File: src/rtl/uart_tx_frac_if.sv
// uart_tx_frac_if: valid/ready word stream feeding the UART transmitter.
interface uart_tx_frac_if #(
    parameter int DATA_BITS = 8
);
    logic [DATA_BITS-1:0] tx_data;
    logic                 tx_valid;
    logic                 tx_ready;
    modport master(output tx_data, tx_valid, input tx_ready);
    modport slave(input tx_data, tx_valid, output tx_ready);
endinterface

File: src/rtl/uart_tx_frac.sv
// uart_tx_frac: FIFO-buffered UART transmitter with a fractional-N baud
// accumulator and configurable data bits, parity and stop bits.
module uart_tx_frac #(
    parameter int DATA_BITS  = 8,
    parameter int PARITY     = 0,
    parameter int STOP_BITS  = 1,
    parameter int BAUD_INC   = 9,
    parameter int BAUD_MOD   = 3125,
    parameter int FIFO_DEPTH = 4
) (
    input  logic                        clk,
    input  logic                        rst_n,
    uart_tx_frac_if.slave               tx,
    output logic [$clog2(FIFO_DEPTH):0] fifo_count,
    output logic                        busy,
    output logic                        s_out
);
    localparam int AW  = $clog2(FIFO_DEPTH);
    localparam int ACW = $clog2(BAUD_MOD + BAUD_INC);
    localparam logic [ACW-1:0] INC    = ACW'(BAUD_INC);
    localparam logic [ACW-1:0] MOD    = ACW'(BAUD_MOD);
    localparam logic [3:0]     LAST_D = 4'(DATA_BITS - 1);
    localparam logic [3:0]     LAST_S = 4'(STOP_BITS - 1);
    localparam logic [AW:0]    FULL   = (AW + 1)'(FIFO_DEPTH);

    if (DATA_BITS < 5 || DATA_BITS > 9 || PARITY < 0 || PARITY > 2 ||
        (STOP_BITS != 1 && STOP_BITS != 2) || BAUD_INC <= 0 || BAUD_INC >= BAUD_MOD ||
        FIFO_DEPTH < 2 || (FIFO_DEPTH & (FIFO_DEPTH - 1)) != 0) begin : g_bad_params
        $error("uart_tx_frac: illegal parameter set");
    end

    typedef enum logic [2:0] {IDLE, START, DATA, PAR, STOP} state_t;

    logic [DATA_BITS-1:0] mem [FIFO_DEPTH];
    logic [AW-1:0]        wp_q, wp_d, rp_q, rp_d;
    logic [AW:0]          cnt_q, cnt_d;
    logic [ACW-1:0]       acc_q, acc_d, sum;
    logic [DATA_BITS-1:0] sh_q, sh_d;
    logic [3:0]           bit_q, bit_d;
    logic                 par_q, par_d, s_out_q, s_out_d, push, load, tick;
    state_t               state_q, state_d;

    assign tx.tx_ready = cnt_q != FULL;
    assign push        = tx.tx_valid && tx.tx_ready;
    assign wp_d        = wp_q + AW'(push);
    assign rp_d        = rp_q + AW'(load);
    assign cnt_d       = cnt_q + (AW + 1)'(push) - (AW + 1)'(load);
    assign sum         = acc_q + INC;
    assign tick        = sum >= MOD;
    assign acc_d       = (state_q == IDLE || load) ? '0 : tick ? sum - MOD : sum;
    assign fifo_count  = cnt_q;
    assign busy        = state_q != IDLE || cnt_q != '0;
    assign s_out       = s_out_q;

    always_comb begin
        state_d = state_q;
        sh_d    = sh_q;
        par_d   = par_q;
        bit_d   = bit_q;
        load    = 1'b0;
        case (state_q)
            IDLE:  load = cnt_q != '0;
            START: if (tick) begin
                state_d = DATA;
                bit_d   = '0;
            end
            DATA: if (tick) begin
                sh_d  = sh_q >> 1;
                bit_d = bit_q + 4'd1;
                if (bit_q == LAST_D) begin
                    state_d = (PARITY != 0) ? PAR : STOP;
                    bit_d   = '0;
                end
            end
            PAR: if (tick) begin
                state_d = STOP;
                bit_d   = '0;
            end
            STOP: if (tick) begin
                bit_d = bit_q + 4'd1;
                if (bit_q == LAST_S) begin
                    state_d = IDLE;
                    load    = cnt_q != '0;
                end
            end
            default: state_d = IDLE;
        endcase
        // Loading overrides the stop-tick return to IDLE for back-to-back frames.
        if (load) begin
            state_d = START;
            sh_d    = mem[rp_q];
            par_d   = (PARITY == 1) ^ (^mem[rp_q]);
            bit_d   = '0;
        end
        s_out_d = state_d == START ? 1'b0 : state_d == DATA ? sh_d[0] : state_d == PAR ? par_d : 1'b1;
    end

    always_ff @(posedge clk)
        if (push) mem[wp_q] <= tx.tx_data;

    always_ff @(posedge clk or negedge rst_n)
        if (!rst_n) begin
            state_q <= IDLE;
            wp_q    <= '0;
            rp_q    <= '0;
            cnt_q   <= '0;
            acc_q   <= '0;
            sh_q    <= '0;
            bit_q   <= '0;
            par_q   <= 1'b0;
            s_out_q <= 1'b1;
        end else begin
            state_q <= state_d;
            wp_q    <= wp_d;
            rp_q    <= rp_d;
            cnt_q   <= cnt_d;
            acc_q   <= acc_d;
            sh_q    <= sh_d;
            bit_q   <= bit_d;
            par_q   <= par_d;
            s_out_q <= s_out_d;
        end
endmodule
File: src/flat_wrapper.sv
// flat-port wrapper written by rule: the top's interface ports become plain ports
module uart_tx_frac_flat 
#(
    parameter int DATA_BITS  = 8,
    parameter int PARITY     = 0,
    parameter int STOP_BITS  = 1,
    parameter int BAUD_INC   = 9,
    parameter int BAUD_MOD   = 3125,
    parameter int FIFO_DEPTH = 4
)
  (clk, rst_n, fifo_count, busy, s_out, tx_tx_data, tx_tx_valid, tx_tx_ready);
  uart_tx_frac_if #(.DATA_BITS(DATA_BITS)) tx_i ();
  input  logic clk;
  input  logic rst_n;
  output logic [$clog2(FIFO_DEPTH):0] fifo_count;
  output logic busy;
  output logic s_out;
  input wire logic [$bits(tx_i.tx_data)-1:0] tx_tx_data;
  input wire logic [$bits(tx_i.tx_valid)-1:0] tx_tx_valid;
  output wire logic [$bits(tx_i.tx_ready)-1:0] tx_tx_ready;
  assign tx_i.tx_data = tx_tx_data;
  assign tx_i.tx_valid = tx_tx_valid;
  assign tx_tx_ready = tx_i.tx_ready;
  uart_tx_frac #(.DATA_BITS(DATA_BITS), .PARITY(PARITY), .STOP_BITS(STOP_BITS), .BAUD_INC(BAUD_INC), .BAUD_MOD(BAUD_MOD), .FIFO_DEPTH(FIFO_DEPTH)) u_core (.clk(clk), .rst_n(rst_n), .tx(tx_i), .fifo_count(fifo_count), .busy(busy), .s_out(s_out));
endmodule
File: config.mk
export PLATFORM = sky130hd
export DESIGN_NAME = uart_tx_frac_flat
export DESIGN_NICKNAME = d
export VERILOG_FILES = /design/src/rtl/uart_tx_frac_if.sv /design/src/rtl/uart_tx_frac.sv /design/src/flat_wrapper.sv
export SDC_FILE = /design/constraint.sdc
export NUM_CORES = 1
export LEC_CHECK = 0
export CORE_UTILIZATION = 45
export CTS_CLUSTER_DIAMETER = 60
export DETAILED_ROUTE_END_ITERATION = 12
export MAX_ROUTING_LAYER = met4
export PLACE_DENSITY_LB_ADDON = 0.25
export SLEW_MARGIN = 20
export SYNTH_ARGS = -nofsm -noshare
export SYNTH_HDL_FRONTEND = slang
export SYNTH_SLANG_ARGS = --single-unit
File: constraint.sdc
create_clock -name clk -period 7.47 [get_ports clk]
set_input_delay 1.494 -clock clk [delete_from_list [all_inputs] [get_ports clk]]
set_output_delay 1.494 -clock clk [all_outputs]
set_load 0.03 [all_outputs]
==> results.cfg <==
[power_and_ir_drop]
power_density_nw_per_um2 = 424
vdd_drop_max_mv = 0.193
p_leak_uw = 0.00166

[cts]
cts.path.max_buffers = 2
htree_levels = 3
cts_hold_buf = 0
clock-root-buffer = clkbuf_8
clkSinkCount = 68
clkLatencyLatePin_ns = 0.34
cts_buffers = 9
postCtsSetupBuffers = 0
cts_tree = built
ctsResizeCount = 0
path_clk_slew_ns = 0.08

[timing]
max-slew-margin-rel_pct = 45.3
max_slew.worst_pin.slew_ns = 0.821
setup_tns_ns = 0
min_period_ns = 3.98
setup_viol = 0
finalMaxSlewViolations = 0
hold_viol_final = 0
rsz0062_at_grt = false
finalClockSkew_ns = 0.0118
fmax_mhz = 252
fin_crit_sh_pct = 53.2
hold_ws_ns = 0.544

[die]
rows = 32
start_util_pct = 47.5
fp.dieH_um = 93.0
fp.coreArea_um2 = 7850
floorplan.die.width_um = 93.0
ioPinCount = 17
die-area_um2 = 8650

[logic_synthesis]
yosys_warnings = 0
avgSynthCellArea_um2 = 11.6
synth_cells = 322
async_reset_ff_share_pct = 52.9
synth_area_um2 = 3730
yosys-top-cells-area = edfxtp_1, dfrtp_1, mux4_2, xnor2_1, ha_1
synth_top_flop_cell = dfrtp_1
synth_edf_count = 32
syn_nets = 343
synth.distinct_cells = 68
ys_ff_latch = 68
synth_top_area_cell = edfxtp_1
yosysSeqAreaShare_pct = 50.0
synth.top_cell.area_share_pct = 25.8

[hold_path]
hold_end = u_core.wp_q[1]
hold-path-cell-count = 1
hp-class = reg2reg
hold_start = u_core.wp_q[1]

[worst_setup_path]
r2r_end = u_core.fifo_count[2]
cp.depth = 13
r2r_cells = 13
path_common_cell = ha_1
endpoint_kind = flip-flop
path_delay_family = adder cells
cp_num_buf_inv = 2
crit_chain = ha_1 -> a211oi_2 -> o31a_2 -> a32oi_2 -> o211ai_2 -> a31oi_4 -> inv_2 -> ha_1 -> inv_1 -> ha_1 -> fa_1 -> xnor2_1 -> xnor2_1
timing.rr.start = u_core.acc_q[0]
required_ns = 7.74
r2r_slack_ns = 3.49
crit_arrival_ns = 4.24
crit_fanout = 19
cpPeakStageDelay_ns = 0.59
path_class = reg2reg
start_kind = flip-flop
slowest_stage = dfrtp_1

[layout]
seq_area_um2 = 1860
multi_input_area_um2 = 1700
fin_cells = 443
fin_nets = 357
syn2layout_area_growth_pct = 12.4
num-fill-cells = 701
final_core_util_pct = 53.3
diodes = 0
design_area_um2 = 4190
drive_above_1_share_pct = 15.8

[placement]
place.gp.congestion = 0.898
dpl-instance-area_um2 = 3920
io_buffer_count = 16
place_inst = 427
dp_hpwl_mm = 4.85

[run_status]
status = finished clean

[run]
drv_cap = 0

[routing]
dr.pass1.iters = 4
num_vias = 2465
drt_iter0_drc = 100
wl_per_cell_um = 15.1
ant_nets = 0
drt-vias-per-instance = 5.56
drt_wl_total_mm = 6.68
drc_errors = 0

[grt]
grt_pass1_vias = 2535
grt_first_pass_wirelength_mm = 11.7
grt_overflow = 0
antenna_found_initial = 0
grt_max_degree = 37
grt_usage_pct = 18.2
## cell usage in the layout, fill, tap and decap left out, drive strengths merged, types with 3 or more instances in the layout
cell	netlist	routed
ha	9	9
and2	5	5
a21oi	11	11
or2	4	4
nor3	7	7
o22ai	3	3
mux2i	7	7
nor3b	3	3
dfrtp	35	35
nor2	27	27
inv	16	17
a31oi	3	3
xor2	10	10
edfxtp	32	32
nand3	13	13
clkdlybuf4s50	0	15
bufinv	0	4
clkbuf	4	9
xnor2	17	17
nand4	5	5
nand2	25	25
mux4	8	8
o21ai	14	14
buf	11	3
a31o	3	3
nand2b	5	5
a211oi	3	3
and3	7	7
## where the power goes
part           total [µW]  leakage [µW]  internal, µW  switching [µW]
clock                 398      0.000134           258             141
combinational         747      0.000781           340             407
sequential            631      0.000740           505             125
## area by class of cell
cell class,instances,share of cell area [%]
sequential,68,44.5
multi-input combinational,223,40.5
timing repair buffer,18,4.06
clock inverter,7,3.50
tap,102,3.05
clock buffer,9,2.96
inverter,16,1.43
## cell usage after synthesis (3+ instances only)
master    count
a21oi_1      11
and2_1        4
and3_1        3
and3_4        3
buf_2         4
buf_6         5
clkbuf_1      3
dfrtp_1      35
edfxtp_1     32
ha_1          9
inv_1        15
mux2i_1       7
mux4_2        8
nand2_1      25
nand2b_1      5
nand3_1      12
nand4_1       5
nor2_1       27
nor3_1        7
nor3b_1       3
o21ai_0      14
or2_2         3
xnor2_1      17
xor2_1       10
## per-stage QoR
stage	setup slack (ns)	power [µW]
4_1_cts	3.50	1790
2_1_floorplan	4.11	1240
3_3_place_gp	3.66	1370
3_5_place_dp	3.55	1390
6_report	3.49	1780
5_1_grt	3.18	1900
## sequential cells by signal (all words and copies together), names as in the netlist
name and cells:
u_core.fifo_count 3, u_core.rp_q 2, u_core.mem 32, u_core.state_q 3, u_core.par_q 1, u_core.wp_q 2
u_core.acc_q 12, u_core.s_out 1, u_core.sh_q 8, u_core.bit_q 4
## kinds of logic after synthesis
logic type      after synthesis  synth area share [%]
compound gates               60                  13.2
xor+xnor                     27                  6.35
fa+ha+maj                    10                  3.56
buf+inv                      31                  4.50
flops                        68                  50.0
mux                          16                  7.02
simple gates                110                  15.4
## worst max path at each step
stage | startpoint | end | slack, ns
after floorplan | u_core.acc_q[0] | u_core.fifo_count[2] | 4.11
after global placement | u_core.acc_q[0] | u_core.fifo_count[2] | 3.66
after detailed placement | u_core.acc_q[0] | u_core.fifo_count[2] | 3.55
after CTS | u_core.acc_q[0] | u_core.fifo_count[2] | 3.50
after global routing | u_core.acc_q[0] | u_core.fifo_count[2] | 3.18
final | u_core.acc_q[0] | u_core.fifo_count[2] | 3.49
## routing by layer
metal,track usage [%],share of wire (%)
met4,9.74,2.7
met3,3.33,2.7
met2,29.6,49
met5,-,0
met1,21.7,46
No activity file was read; power rests on OpenSTA's default activity.
